File: config.mk
export PLATFORM = sky130hd
export DESIGN_NAME = led_blink_ctrl
export DESIGN_NICKNAME = d
export VERILOG_FILES = /design/src/rtl/led_blink_ctrl.sv
export SDC_FILE = /design/constraint.sdc
export NUM_CORES = 1
export LEC_CHECK = 0
export ABC_AREA = 1
export ABC_CLOCK_PERIOD_IN_PS = 3200
export BUFFER_PORTS_ARGS = -buffer_cell sky130_fd_sc_hd__buf_2
export CORE_ASPECT_RATIO = 2
export CORE_UTILIZATION = 35
export DETAILED_ROUTE_END_ITERATION = 16
export PLACE_DENSITY_LB_ADDON = 0.05
export SYNTH_ARGS = -nofsm -noshare
export SYNTH_HDL_FRONTEND = slang
export SYNTH_SLANG_ARGS = --single-unit
File: constraint.sdc
create_clock -name clk -period 3.2 [get_ports clk]
set_input_delay 0.48 -clock clk [delete_from_list [all_inputs] [get_ports clk]]
set_output_delay 0.48 -clock clk [all_outputs]
set_load 0.005 [all_outputs]
File: src/rtl/led_blink_ctrl.sv
// Multi-channel LED blink controller: per-channel off/on/blink/burst modes with programmable periods.
// Optional macro LED_SYNC_EN adds the sync_req input that re-phases every channel.
module led_blink_ctrl #(
   parameter int          N_CH       = 4,
   parameter int          CNT_W      = 32,
   parameter int unsigned DEF_PERIOD = 100000000,
   parameter int          BURST      = 3
) (
   input  logic                clk,
   input  logic                rst,
   input  logic [2*N_CH-1:0]   mode,
   input  logic                cfg_we,
   input  logic [3:0]          cfg_ch,
   input  logic [CNT_W-1:0]    cfg_period,
   output logic [N_CH-1:0]     o_led,
   output logic [N_CH-1:0]     o_done
`ifdef LED_SYNC_EN
   ,
   input  logic                sync_req
`endif
);

   typedef enum logic [1:0] {
      MODE_OFF   = 2'b00,
      MODE_ON    = 2'b01,
      MODE_BLINK = 2'b10,
      MODE_BURST = 2'b11
   } mode_e;

   localparam logic [8:0] TOG_END = 9'(2 * BURST);

   logic [CNT_W-1:0] per_q  [N_CH];
   logic [CNT_W-1:0] cnt_q  [N_CH];
   logic [8:0]       tog_q  [N_CH];
   mode_e            mode_q [N_CH];

   mode_e            mode_ch [N_CH];
   logic [N_CH-1:0]  wr_hit;
   logic [N_CH-1:0]  wrap;
   logic [N_CH-1:0]  changed;
   logic             sync_hit;

`ifdef LED_SYNC_EN
   assign sync_hit = sync_req;
`else
   assign sync_hit = 1'b0;
`endif

   // Writes to a channel index at or above N_CH match no channel and are dropped.
   always_comb begin
      wr_hit  = '0;
      wrap    = '0;
      changed = '0;
      for (int i = 0; i < N_CH; i++) begin
         mode_ch[i] = mode_e'(mode[2*i +: 2]);
         wr_hit[i]  = cfg_we && (cfg_ch == 4'(i));
         wrap[i]    = (cnt_q[i] == per_q[i]);
         changed[i] = (mode_ch[i] != mode_q[i]);
      end
   end

   always_ff @(posedge clk) begin
      if (rst) begin
         for (int i = 0; i < N_CH; i++) begin
            per_q[i]  <= CNT_W'(DEF_PERIOD);
            cnt_q[i]  <= '0;
            tog_q[i]  <= '0;
            mode_q[i] <= MODE_OFF;
         end
         o_led  <= '0;
         o_done <= '0;
      end else begin
         for (int i = 0; i < N_CH; i++) begin
            if (wr_hit[i]) begin
               per_q[i] <= cfg_period;
            end
            if (changed[i]) begin
               mode_q[i] <= mode_ch[i];
               cnt_q[i]  <= '0;
               tog_q[i]  <= '0;
               o_done[i] <= 1'b0;
               o_led[i]  <= (mode_ch[i] == MODE_ON);
            end else begin
               case (mode_ch[i])
                  MODE_OFF, MODE_ON: begin
                     cnt_q[i]  <= '0;
                     tog_q[i]  <= '0;
                     o_done[i] <= 1'b0;
                     o_led[i]  <= (mode_ch[i] == MODE_ON);
                  end
                  default: begin
                     if (sync_hit) begin
                        cnt_q[i] <= '0;
                        o_led[i] <= 1'b0;
                     end else if (o_done[i]) begin
                        // Finished burst parks with the counter stopped at zero.
                        cnt_q[i] <= '0;
                     end else if (wrap[i]) begin
                        cnt_q[i] <= '0;
                        if (mode_ch[i] == MODE_BURST) begin
                           tog_q[i] <= tog_q[i] + 9'd1;
                           if (tog_q[i] + 9'd1 == TOG_END) begin
                              o_done[i] <= 1'b1;
                              o_led[i]  <= 1'b0;
                           end else begin
                              o_led[i] <= ~o_led[i];
                           end
                        end else begin
                           o_led[i] <= ~o_led[i];
                        end
                     end else begin
                        cnt_q[i] <= wr_hit[i] ? '0 : cnt_q[i] + CNT_W'(1);
                     end
                  end
               endcase
            end
         end
      end
   end

endmodule

# [Word-level counts from Yosys, hierarchy flattened]
# Memories as Yosys holds them, arrays and structs flattened.
# Index checks and enable logic that the tools add are counted.
[classes] add_sub_neg=8 n_eq_ne=27 mux=222 bitwise_logic=44 reduce_logical=25
[ops] operator="$mux W32" n=28
[ops] operator="$mux W1" n=178
[ops] operator="$add A32 B1 Y32 const B" n=4
[ops] operator="$eq A32 B32 Y1" n=4
[ops] operator="$mux W9" n=12
[ops] operator="$or A1 B1 Y1" n=40
[ops] operator="$add A9 B1 Y9 const B" n=4
[ops] operator="$eq A9 B3 Y1 const B" n=4
[ops] operator="$reduce_or A4 Y1" n=4
[ops] operator="$ne A3 B1 Y1 const B" n=4
[ops] operator="$reduce_bool A3 Y1" n=4
[ops] operator="$eq A2 B1 Y1 const B" n=4
[ops] operator="$eq A2 B2 Y1 const B" n=4
[ops] operator="$eq A4 B2 Y1 const B" n=2
[ops] operator="$logic_not A2 Y1" n=4
[ops] operator="$mux W2" n=4
[ops] operator="$ne A2 B2 Y1" n=4
[ops] operator="$reduce_and A2 Y1" n=4
[ops] operator="$reduce_or A2 Y1" n=4
[ops] operator="$eq A4 B1 Y1 const B" n=1
[ops] operator="$logic_and A1 B1 Y1" n=4
[ops] operator="$logic_not A4 Y1" n=1
[ops] operator="$not A1 Y1" n=4
[totals] ff_bits=8 ramBits=300 in_bits=47 output_inout_bits=8 elab_cells=338 n_memories=4
[memory_table] memory="cnt_q" words=4 word_bits=32 rd=4 rd_clocked_by_memory_dff=0 wr=4 line="33" rtl="logic [CNT_W-1:0] cnt_q [N_CH];"
[memory_table] memory="per_q" words=4 word_bits=32 rd=4 rd_clocked_by_memory_dff=0 wr=4 line="32" rtl="logic [CNT_W-1:0] per_q [N_CH];"
[memory_table] memory="tog_q" words=4 word_bits=9 rd=4 rd_clocked_by_memory_dff=0 wr=4 line="34" rtl="logic [8:0] tog_q [N_CH];"
[memory_table] memory="mode_q" words=4 word_bits=2 rd=4 rd_clocked_by_memory_dff=0 wr=4 line="35" rtl="mode_e mode_q [N_CH];"

# [Logic depth before layout (Yosys ltp)]
[logic_depth] word_depth=10 mapped_depth=12

# [Least setup slack after synthesis]
# OpenSTA, ideal clock, no wires.
[synth_timing] kind="input port to flip-flop" startpoint="input port cfg_ch[3]" endpoint="memory cnt_q[0][13], data pin" t_arrival_ps=2215 required_time_ps=2933 slack_ps=718 cell_stages=8 cell_sequence="or2_2 > nor3_1 > inv_1 > nand2_1 > nor3_1 > nand2_1 > buf_2 > a211oi_1"
[synth_rtl] item="from (decl)" line="13" rtl="input logic [3:0] cfg_ch,"
[synth_rtl] item="to (decl)" line="33"

==> reports/qor.yml <==
floorplan:
  fp.dieH_um: 317
  die_w_um: 160
  dieArea_mm2: 0.0507
  ios: 55
  start_util: 0.355
  rows: 115
  coreArea_mm2: 0.0491
global_routing:
  grt_usage: 0.202
  grt_max_degree: 33
  grt_pass1_wl_um: 76500
  antenna_found_initial: 3
  grt.overflow.total: 0
  grt_pass1_vias: 13700
worst_setup_path:
  reg2reg_from: "cnt_q[1][29]"
  start_kind: "flop"
  path_class: "reg -> reg"
  r2r_slack_ns: 0.61
  end_kind: "flop"
  crit_fanout: 10
  r2r.worst_path.cells: 9
  required_ns: 3.44
  arrival_ns: 2.83
  worstReg2RegEnd: "tog_q[1][8]"
power_and_ir_drop:
  switchingPower_w: 0.00229
  p_int_w: 0.00689
  p_per_area_mw_per_mm2: 461
  seqPwrFrac: 0.530
  total_power_w: 0.00918
  p_leak_nw: 7.82
  ir_drop_uv: 376
  switching_share: 0.250
  combPwrFrac: 0.072
  p_clk_frac: 0.398
clocking:
  cts_max_level: 1
  post_cts_resized: 0
  clockBufferDepth: 3
  clk_root_buffer_cell: "clkbuf_16"
  clock-sinks: 308
  cts_tree: "built"
  postCtsSetupRepairBufs: 0
  cts_hold_repair.buffers: 0
  numCtsBuffers: 31
  clk_pin_slew_ns: 0.07
  clkLatencyLatePin_ns: 0.60
timing:
  period_minus_slack_ns: 2.59
  fmax_ghz: 0.386
  relSlewSlack: 0.578
  setup_violations: 0
  tightest_slew_ns: 0.632
  grt_setup_unrepaired: "false"
  slew_violations: 0
  layout_setup_ws_ns: 0.606
  setup-tns-final_ns: 0
  hold_viol_final: 0
  finClkSkew_ns: 0.0164
  fin_crit_sh: 0.811
routing:
  ant_nets: 0
  wl_per_cell_um: 17.1
  firstDrtPassIters: 5
  num_vias: 13500
  drtIter0Drc: 795
  via_per_inst: 4.59
  drc: 0
  routed_wl_um: 50300
logic_synthesis:
  syn_area_mm2: 0.0174
  netlist_instances: 2064
  synth.yosys.warnings: 0
  yosysSeqAreaShare: 0.527
  syn_avg_cell_area_um2: 8.43
  yosys_register_bits: 308
  synth_cell_types: 46
min_path:
  whs_path_depth: 3
  worstHoldPathType: "in -> reg"
  whs_endpoint: "mode_q[0][0]"
  hp-start: "mode[0]"
place:
  place_ws_ns: 0.573
  dpl.hpwl_um: 39100
  gp_congestion: 0.846
  port_buffers: 54
  placed_area_mm2: 0.0190
cells_and_area:
  antenna_cells: 0
  area_growth_pct: 14.5
  fin_util: 0.406
  drive_above_1_share: 0.0817
  fin_nets: 2326
  design_area_mm2: 0.0199
run:
  maxCapViolCount: 0
status:
  status: "finished clean"
## placed cells by master (no fill, tap or decap), types with 4 or more instances in the layout
| cell type | netlist | layout |
|---|---|---|
| nand2_1 | 562 | 562 |
| nor2_1 | 368 | 368 |
| edfxtp_1 | 300 | 300 |
| inv_1 | 269 | 269 |
| conb_1 | 1 | 128 |
| xnor2_1 | 113 | 113 |
| nand3_1 | 81 | 81 |
| a21oi_1 | 66 | 66 |
| nor3_1 | 63 | 63 |
| buf_2 | 12 | 54 |
| xor2_1 | 33 | 33 |
| clkbuf_16 | 0 | 31 |
| nand4_1 | 29 | 29 |
| or2_2 | 25 | 25 |
| o21ai_0 | 18 | 18 |
| buf_4 | 2 | 17 |
| ha_1 | 12 | 12 |
| nor4_1 | 10 | 10 |
| nor3b_1 | 9 | 9 |
| inv_2 | 9 | 9 |
| clkinv_2 | 1 | 9 |
| nand3_2 | 8 | 8 |
| nor2_2 | 8 | 8 |
| nand3b_1 | 8 | 8 |
| dfxtp_1 | 8 | 8 |
| clkinv_1 | 0 | 7 |
| or2_0 | 4 | 4 |
| nor2_4 | 4 | 4 |
| o21a_1 | 4 | 4 |
## how the worst max path moves through the flow
| stage | end | startpoint | cells after the start |
|---|---|---|---|
| floorplan | cnt_q[0][13] | cfg_ch[3] | 8 |
| finish | tog_q[1][8] | cnt_q[1][29] | 9 |
| CTS | tog_q[1][1] | cnt_q[1][29] | 9 |
| global placement | tog_q[1][6] | cnt_q[1][29] | 9 |
| global route | tog_q[1][1] | cnt_q[1][29] | 9 |
| detailed placement | tog_q[1][6] | cnt_q[1][29] | 9 |
## power groups by stage
stage | combinational (W) | clock (W) | sequential, W
final | 0.000663 | 0.00365 | 0.00486
after global routing | 0.000758 | 0.00389 | 0.00489
after CTS | 0.000670 | 0.00377 | 0.00487
after detailed placement | 0.000667 | 0 | 0.00496
after global placement | 0.000661 | 0 | 0.00496
after floorplan | 0.000475 | 0 | 0.00485
## critical path, cell delays in order (launching register included)
cell and delay [ns]:
edfxtp_1 0.51, inv_1 0.23, nand2_1 0.08, nand2_1 0.06
nand2_1 0.05, nor2_1 0.11, nand2_1 0.08, nor2_1 0.28
nand3_1 0.39, nand2_1 0.48
## per-layer routing
layer,part of all wire,vias up,track usage
li1,-,6887,-
met1,0.36,6257,0.201
met2,0.57,207,0.411
met3,0.032,97,0.0245
met4,0.039,6,0.0878
met5,0.00086,-,0
## kinds of logic after synthesis
family	synth area share
adder cells (fa/ha/maj)	0.00863
buffers and inverters	0.0677
other	0.000215
flip-flops	0.527
AO/OA/AOI/OAI	0.0285
AND/OR/NAND/NOR	0.294
XOR/XNOR	0.0744
## registers in the layout (all words and copies together), names as in the netlist
signal	count
tog_q	36
o_led	4
o_done	4
per_q	128
cnt_q	128
mode_q	8
## stage by stage
step                      instances  hold WS (ns)
after global placement         2877         0.539
after floorplan                2191         0.486
after global routing           2932         0.241
after detailed placement       2877         0.543
after CTS                      2932         0.224
final                          2932         0.258
## area by class of cell
class,count,area [µm²]
clock inverter,21,180
multi-input combinational,1576,7530
tap,643,805
fill,5152,29100
timing repair buffer,71,398
clock buffer,34,787
inverter,279,1050
sequential,308,9170
## Yosys cell counts, drive strengths merged
master  count  area, µm²
inv       278       1040
ha         12        150
nor2      381       1500
or2        29        181
nand4      30        194
xnor2     114       1010
and3        2       13.8
o21a        4       30.0
edfxtp    300       9010
a21oi      66        330
clkinv      1       5.00
nor3       67        362
xor2       33        289
buf        14       75.1
nand3b      8       60.1
conb        1       3.75
or3         1       6.26
a211oi      3       27.5
nand3      90        503
nand2     566       2140
dfxtp       8        160
nor4       10       62.6
a31oi       1       6.26
clkbuf     14       53.8
o21ai      19       95.1
a21boi      1       7.51
nor3b      11       92.6
No activity file was read; power rests on OpenSTA's default activity.
